`src/rtl/mon_pkg.sv`:
```
`default_nettype none
// ============================================================================
// Module      : mon_pkg
// Description : Shared definitions for the datapath result monitor: status
//               flag bit positions, monitor state encoding and default sizes.
// Revision    : 1.0 - initial release
// ============================================================================
package mon_pkg;

   // Bit positions inside the {C,V,D,Z} status nibble
   localparam int FLAG_C = 3;
   localparam int FLAG_V = 2;
   localparam int FLAG_D = 1;
   localparam int FLAG_Z = 0;

   // Default history depth and datapath width
   localparam int MON_DEF_DEPTH = 8;
   localparam int MON_DEF_WIDTH = 8;

   // Display mode: newest result or a browsed older one
   typedef enum logic [0:0] {
      MON_LIVE   = 1'b0,
      MON_BROWSE = 1'b1
   } mon_state_t;

endpackage
`default_nettype wire

```
`src/rtl/sign_mag_conv.sv`:
```
`default_nettype none
// ============================================================================
// Module      : sign_mag_conv
// Description : Combinational two's-complement to sign/magnitude converter.
//               The most negative value maps to sign=1 with magnitude
//               2^(WIDTH-1), which is exactly representable in WIDTH bits.
// Revision    : 1.0 - initial release
// ============================================================================
module sign_mag_conv #(
   parameter int WIDTH = 8
) (
   input  logic [WIDTH-1:0] value,
   output logic             sign,
   output logic [WIDTH-1:0] mag
);

   assign sign = value[WIDTH-1];
   // Unary minus wraps -2^(WIDTH-1) back onto itself, giving the right magnitude
   assign mag  = sign ? -value : value;

endmodule
`default_nettype wire

```
`src/rtl/datapath_result_monitor.sv`:
```
`default_nettype none
// ============================================================================
// Module      : datapath_result_monitor
// Description : Captures committed datapath results and flags into a circular
//               history buffer and presents either the newest entry (LIVE)
//               or a user-browsed older entry (BROWSE) in sign/magnitude form.
//               Optional macro MON_OVF_COUNT_EN adds a saturating counter of
//               captures carrying the V flag.
// Revision    : 1.0 - initial release
// ============================================================================
module datapath_result_monitor #(
   parameter int DEPTH = mon_pkg::MON_DEF_DEPTH,
   parameter int WIDTH = mon_pkg::MON_DEF_WIDTH
) (
   input  logic                     clk,
   input  logic                     reset,
   input  logic                     cap_valid,
   input  logic [WIDTH-1:0]         cap_data,
   input  logic [3:0]               cap_flags,
   input  logic                     step,
   input  logic                     live,
   output logic                     disp_valid,
   output logic                     disp_sign,
   output logic [WIDTH-1:0]         disp_mag,
   output logic [3:0]               disp_flags,
   output logic [$clog2(DEPTH)-1:0] disp_age,
   output logic                     browsing,
   output logic [$clog2(DEPTH):0]   count,
   output logic [7:0]               ovf_count
);

   import mon_pkg::*;

   localparam int ADDR_W = $clog2(DEPTH);
   localparam int CNT_W  = ADDR_W + 1;

   localparam logic [ADDR_W-1:0] c_ptr_one   = ADDR_W'(1);
   localparam logic [CNT_W-1:0]  c_cnt_one   = CNT_W'(1);
   localparam logic [CNT_W-1:0]  c_depth_cnt = CNT_W'(DEPTH);

   typedef struct packed {
      logic [3:0]       flags;
      logic [WIDTH-1:0] data;
   } entry_t;

   entry_t             r_mem [DEPTH];
   mon_state_t         r_state;
   mon_state_t         w_state_nxt;
   logic [ADDR_W-1:0]  r_age;
   logic [ADDR_W-1:0]  w_age_nxt;
   logic [CNT_W-1:0]   w_age_ext;
   logic [ADDR_W-1:0]  r_wr_ptr;
   logic [CNT_W-1:0]   r_count;
   logic [CNT_W-1:0]   w_count_nxt;
   logic [ADDR_W-1:0]  w_rd_idx;
   entry_t             w_rd_entry;
   logic               w_conv_sign;
   logic [WIDTH-1:0]   w_conv_mag;

   logic               w_disp_valid, r_disp_valid;
   logic               w_disp_sign,  r_disp_sign;
   logic [WIDTH-1:0]   w_disp_mag,   r_disp_mag;
   logic [3:0]         w_disp_flags, r_disp_flags;
   logic [ADDR_W-1:0]  w_disp_age,   r_disp_age;

   // History storage: contents are meaningless until counted, so no reset
   always_ff @(posedge clk) begin
      if (cap_valid) begin
         r_mem[r_wr_ptr] <= '{flags: cap_flags, data: cap_data};
      end
   end

   // State register: mode, browse age, write pointer and fill level
   always_ff @(posedge clk or posedge reset) begin
      if (reset) begin
         r_state  <= MON_LIVE;
         r_age    <= '0;
         r_wr_ptr <= '0;
         r_count  <= '0;
      end else begin
         r_state <= w_state_nxt;
         r_age   <= w_age_nxt;
         r_count <= w_count_nxt;
         if (cap_valid) begin
            r_wr_ptr <= r_wr_ptr + c_ptr_one;
         end
      end
   end

   // Next-state: a capture shifts the browsed age first, then step applies
   always_comb begin
      w_count_nxt = r_count;
      if (cap_valid && (r_count != c_depth_cnt)) begin
         w_count_nxt = r_count + c_cnt_one;
      end
      w_state_nxt = r_state;
      w_age_nxt   = r_age;
      w_age_ext   = {1'b0, r_age};
      case (r_state)
         MON_LIVE: begin
            w_age_nxt = '0;
            if (step && (w_count_nxt != '0)) begin
               w_state_nxt = MON_BROWSE;
               w_age_nxt   = (w_count_nxt > c_cnt_one) ? c_ptr_one : '0;
            end
         end
         MON_BROWSE: begin
            if (live) begin
               w_state_nxt = MON_LIVE;
               w_age_nxt   = '0;
            end else begin
               if (cap_valid) begin
                  w_age_ext = w_age_ext + c_cnt_one;
               end
               if (w_age_ext == c_depth_cnt) begin
                  // The browsed entry was just overwritten
                  w_state_nxt = MON_LIVE;
                  w_age_nxt   = '0;
               end else begin
                  if (step) begin
                     w_age_ext = w_age_ext + c_cnt_one;
                     if (w_age_ext == w_count_nxt) begin
                        w_age_ext = '0;
                     end
                  end
                  w_age_nxt = w_age_ext[ADDR_W-1:0];
               end
            end
         end
         default: begin
            w_state_nxt = MON_LIVE;
            w_age_nxt   = '0;
         end
      endcase
   end

   // Newest entry sits just below the write pointer; age counts back from it
   assign w_rd_idx   = r_wr_ptr - c_ptr_one - r_age;
   assign w_rd_entry = r_mem[w_rd_idx];

   sign_mag_conv #(
      .WIDTH (WIDTH)
   ) u_sign_mag_conv (
      .value (w_rd_entry.data),
      .sign  (w_conv_sign),
      .mag   (w_conv_mag)
   );

   // Output decode: blank every field while the history is empty
   always_comb begin
      w_disp_valid = 1'b0;
      w_disp_sign  = 1'b0;
      w_disp_mag   = '0;
      w_disp_flags = '0;
      w_disp_age   = '0;
      if (r_count != '0) begin
         w_disp_valid = 1'b1;
         w_disp_sign  = w_conv_sign;
         w_disp_mag   = w_conv_mag;
         w_disp_flags = w_rd_entry.flags;
         w_disp_age   = r_age;
      end
   end

   // Display register stage feeding the 7-segment drivers
   always_ff @(posedge clk or posedge reset) begin
      if (reset) begin
         r_disp_valid <= 1'b0;
         r_disp_sign  <= 1'b0;
         r_disp_mag   <= '0;
         r_disp_flags <= '0;
         r_disp_age   <= '0;
      end else begin
         r_disp_valid <= w_disp_valid;
         r_disp_sign  <= w_disp_sign;
         r_disp_mag   <= w_disp_mag;
         r_disp_flags <= w_disp_flags;
         r_disp_age   <= w_disp_age;
      end
   end

   assign disp_valid = r_disp_valid;
   assign disp_sign  = r_disp_sign;
   assign disp_mag   = r_disp_mag;
   assign disp_flags = r_disp_flags;
   assign disp_age   = r_disp_age;
   assign browsing   = (r_state == MON_BROWSE);
   assign count      = r_count;

`ifdef MON_OVF_COUNT_EN
   logic [7:0] r_ovf_count;

   // Count captures carrying the V flag, holding at 255; cleared only by reset
   always_ff @(posedge clk or posedge reset) begin
      if (reset) begin
         r_ovf_count <= '0;
      end else if (cap_valid && cap_flags[FLAG_V] && (r_ovf_count != 8'hFF)) begin
         r_ovf_count <= r_ovf_count + 8'd1;
      end
   end

   assign ovf_count = r_ovf_count;
`else
   assign ovf_count = '0;
`endif

endmodule
`default_nettype wire
```
`config.mk`:
```
export PLATFORM = sky130hd
export DESIGN_NAME = datapath_result_monitor
export DESIGN_NICKNAME = d
export VERILOG_FILES = /design/src/rtl/mon_pkg.sv /design/src/rtl/sign_mag_conv.sv /design/src/rtl/datapath_result_monitor.sv
export SDC_FILE = /design/constraint.sdc
export NUM_CORES = 1
export LEC_CHECK = 0
export ABC_CLOCK_PERIOD_IN_PS = 2900
export BUFFER_PORTS_ARGS = -buffer_cell sky130_fd_sc_hd__buf_2
export CAP_MARGIN = 10
export CORE_MARGIN = 3
export CORE_UTILIZATION = 30
export DETAILED_ROUTE_END_ITERATION = 12
export SYNTH_ARGS = -nofsm -noshare
export SYNTH_HDL_FRONTEND = slang
export SYNTH_SLANG_ARGS = --single-unit
```
`constraint.sdc`:
```
create_clock -name clk -period 2.9 [get_ports clk]
set_clock_uncertainty 0.2 [all_clocks]
set_input_delay 0.58 -clock clk [delete_from_list [all_inputs] [get_ports clk]]
set_output_delay 0.58 -clock clk [all_outputs]
set_load 0.005 [all_outputs]
```
==> impl_metrics.prom <==
# TYPE chip_impl_metric gauge
chip_impl_metric{name="design_area",unit="um2"} 6740
chip_impl_metric{name="htree_levels",unit=""} 4
chip_impl_metric{name="core",unit="um2"} 16900
chip_impl_metric{name="synth_cell_type_count",unit=""} 50
chip_impl_info{name="grt_setup_unrepaired",value="yes"} 1
chip_impl_metric{name="start_util",unit=""} 0.311
chip_impl_metric{name="cp_data_arrival_time",unit="ps"} 2940
chip_impl_info{name="worst_setup_path_type",value="flip-flop to flip-flop"} 1
chip_impl_metric{name="number_of_routed_nets_with_antenna_violations",unit=""} 0
chip_impl_metric{name="first_iter_violations",unit=""} 182
chip_impl_info{name="post_synth_main_area_contributors",value="sky130_fd_sc_hd__edfxtp_1, sky130_fd_sc_hd__dfrtp_1, sky130_fd_sc_hd__mux4_2, sky130_fd_sc_hd__ha_1, sky130_fd_sc_hd__mux2i_1"} 1
chip_impl_metric{name="num_io_pins",unit=""} 47
chip_impl_metric{name="n_fill_cell",unit=""} 1533
chip_impl_metric{name="grt_start_max_net_pins",unit=""} 29
chip_impl_metric{name="sequential_cell_area",unit="um2"} 3580
chip_impl_metric{name="gp_routability_congestion",unit=""} 0.809
chip_impl_metric{name="finalNetCount",unit=""} 433
chip_impl_metric{name="grt_pass1_wl",unit="um"} 17600
chip_impl_metric{name="buffer_levels_on_the_longest_clock_path",unit=""} 2
chip_impl_metric{name="die_area",unit="um2"} 19100
chip_impl_metric{name="clk_transition_reported_paths",unit="ps"} 50
chip_impl_metric{name="floorplan.rows",unit=""} 47
chip_impl_metric{name="number_of_enable_type_register_cells_in_the_synthesized_netlist",unit=""} 96
chip_impl_metric{name="min_clock_period_post_route",unit="ps"} 2830
chip_impl_metric{name="numClockSinks",unit=""} 124
chip_impl_metric{name="final_layout_size_suffix_gt1_frac",unit=""} 0.381
chip_impl_info{name="outcome",value="complete, no violations"} 1
chip_impl_metric{name="antenna_violations_before_repair",unit=""} 1
chip_impl_metric{name="placement.cell_area",unit="um2"} 5950
chip_impl_metric{name="die_width",unit="um"} 138
chip_impl_metric{name="synth.yosys.seq_area_share",unit=""} 0.683
chip_impl_metric{name="grt.overflow.total",unit=""} 0
chip_impl_metric{name="finalSetupViolCount",unit=""} 0
chip_impl_metric{name="hold_viol",unit=""} 0
chip_impl_metric{name="combined_global_route_utilization_of_all_metal_layers",unit=""} 0.123
chip_impl_info{name="layout_commonest_cell",value="sky130_fd_sc_hd__edfxtp_1"} 1
chip_impl_metric{name="wl_per_cell",unit="um"} 18.3
chip_impl_metric{name="io_buffer_count",unit=""} 38
chip_impl_metric{name="synth_top_cell_area_share",unit=""} 0.549
chip_impl_metric{name="syn_area",unit="um2"} 5250
chip_impl_metric{name="final_max_slew_violation_count",unit=""} 0
chip_impl_info{name="synth_area_leader_cell",value="sky130_fd_sc_hd__edfxtp_1"} 1
chip_impl_metric{name="slew_headroom",unit=""} 0.591
chip_impl_info{name="postSynth.topFlopCell",value="sky130_fd_sc_hd__edfxtp_1"} 1
chip_impl_info{name="worstSetupStartpointType",value="flip-flop"} 1
chip_impl_metric{name="seq_cells_post_synth",unit=""} 124
chip_impl_metric{name="fmax_achieved",unit="MHz"} 353
chip_impl_metric{name="fp.dieH",unit="um"} 138
chip_impl_info{name="cp_endpoint_kind",value="flip-flop"} 1
chip_impl_metric{name="post-dp-hpwl",unit="um"} 7430
chip_impl_metric{name="setup_tns",unit="ps"} 0
chip_impl_metric{name="critPathRequiredTime",unit="ps"} 3010
chip_impl_metric{name="area_of_the_multi_input_gates",unit="um2"} 1680
chip_impl_metric{name="place_ws",unit="ps"} -70.7
chip_impl_metric{name="drc_errors",unit=""} 0
chip_impl_info{name="hold_crit_path_type",value="input pin to async pin"} 1
chip_impl_metric{name="insertedDiodeCount",unit=""} 0
chip_impl_metric{name="wirelength",unit="um"} 11700
chip_impl_metric{name="timing_worst_slew_pin_value",unit="ps"} 613
chip_impl_metric{name="maxCapViolCount",unit=""} 0
chip_impl_metric{name="synth-async-reset-ratio",unit=""} 0.226
chip_impl_metric{name="clk-insertion-delay-late",unit="ps"} 430
chip_impl_metric{name="instances_no_fill",unit=""} 640
chip_impl_metric{name="synth_warnings",unit=""} 0
chip_impl_metric{name="route.detailed.vias_per_inst",unit=""} 4.71
chip_impl_info{name="final_cell_mix",value="sky130_fd_sc_hd__edfxtp_1, sky130_fd_sc_hd__buf_4, sky130_fd_sc_hd__buf_2"} 1
chip_impl_metric{name="drt_pass1_iterations",unit=""} 4
chip_impl_info{name="tritoncts_clock_tree",value="built"} 1
chip_impl_metric{name="numCtsBuffers",unit=""} 17
chip_impl_metric{name="first_global_vias",unit=""} 3043
chip_impl_metric{name="crit_fanout",unit=""} 6
chip_impl_metric{name="area.growth.synth_to_final",unit="%"} 28.4
chip_impl_info{name="cts_root_buf",value="sky130_fd_sc_hd__clkbuf_16"} 1
chip_impl_metric{name="syn_inst",unit=""} 315
chip_impl_metric{name="post-route-worst-setup-slack",unit="ps"} 66.3
chip_impl_metric{name="synthesis.area_per_instance",unit="um2"} 16.7
chip_impl_metric{name="min_period_over_period",unit=""} 0.977
chip_impl_metric{name="detailroute.via_count",unit=""} 3013
chip_impl_metric{name="hold_buffers",unit=""} 0
chip_impl_metric{name="placed_cells",unit=""} 599
[cell usage after synthesis (all sizes together), types with 2 or more instances]
library cell	number
nor4	4
nor3	7
o21ai	3
inv	11
ha	8
nor2	21
mux4	23
xnor3	2
nand2b	7
xnor2	6
o211ai	2
a211oi	2
dfrtp	28
buf	18
nor3b	2
nand4b	2
xor2	9
nor2b	2
or3	2
edfxtp	96
clkbuf	2
nand4	2
mux2i	10
nand3	2
nand3b	2
a21oi	7
nand2	18
[kinds of logic (layout without fill, tap and decap cells)]
group / Yosys count / after routing / share of synthesized area
xor gates and xnor gates: 18 / 18 / 0.0381
and+or+nand+nor: 76 / 76 / 0.0734
other: 1 / 8 / 0.000714
DFF: 124 / 124 / 0.683
adders and majority gates: 9 / 9 / 0.0229
buffers and inverters: 31 / 129 / 0.0315
AOI/OAI and AO/OA: 22 / 22 / 0.0303
muxes: 34 / 34 / 0.121
[critical path: stages (launching register included)]
cell                       delay (ps)
sky130_fd_sc_hd__dfrtp_1          380
sky130_fd_sc_hd__inv_2             60
sky130_fd_sc_hd__ha_4             160
sky130_fd_sc_hd__fa_1             490
sky130_fd_sc_hd__buf_6            140
sky130_fd_sc_hd__mux4_2           350
sky130_fd_sc_hd__mux2i_4          220
sky130_fd_sc_hd__ha_4             190
sky130_fd_sc_hd__nor4b_4          210
sky130_fd_sc_hd__a211oi_2         110
sky130_fd_sc_hd__xnor2_1          160
sky130_fd_sc_hd__nor2_1            60
[final cells by class]
| class | count | share of cell area |
|---|---|---|
| Clock buffer | 21 | 0.0668 |
| Clock inverter | 11 | 0.0180 |
| Inverter | 11 | 0.00612 |
| Multi-Input combinational cell | 167 | 0.249 |
| Sequential cell | 124 | 0.531 |
| Tap cell | 220 | 0.0408 |
| Timing Repair Buffer | 86 | 0.0876 |
[state kept, by name (all words and copies together), names as in the netlist]
| name | count |
|---|---|
| disp_flags | 4 |
| r_age | 3 |
| disp_valid | 1 |
| r_mem | 96 |
| disp_mag | 8 |
| browsing | 1 |
| r_wr_ptr | 3 |
| count | 4 |
| disp_age | 3 |
| disp_sign | 1 |
[routing by layer]
layer / global-route usage / vias to the layer above / part of all wire
li1: - / 1382 / -
met3: 0.0383 / 13 / 0.053
met1: 0.163 / 1530 / 0.44
met2: 0.189 / 86 / 0.49
met5: 0 / - / 0.0011
met4: 0.0510 / 2 / 0.013
[through the flow]
step	hold slack, ps	utilization
2_1_floorplan	299	-
6_report	22.6	0.400
4_1_cts	28.6	0.390
3_3_place_gp	348	0.353
3_5_place_dp	367	0.353
5_1_grt	67.1	0.400
[repair_timing]
item	4_1_cts	5_1_grt
setup endpoints to repair	2	8
gates resized for setup	6	22
setup buffers	4	6
hold endpoints to repair	0	0
pin swaps	1	13
[worst paths after layout]
| kind | from | endpoint | slack [ps] | depth (start not counted) |
|---|---|---|---|---|
| worst max-delay path | r_age[0] | disp_mag[6] | 70 | 11 |
| worst min-delay path | reset | disp_valid | 20 | 3 |
| worst max register to register | r_age[0] | disp_mag[6] | 70 | 11 |
| worst min register to register | r_wr_ptr[2] | r_wr_ptr[2] | 360 | 1 |
| max in group asynchronous | reset | browsing | 2170 | 3 |
| min in group clk | cap_data[2] | r_mem[0][2] | 230 | 1 |
Power is left out: the tool's default activity adds up to more than one toggle a clock period on the data nets, which glitch-free logic cannot reach.
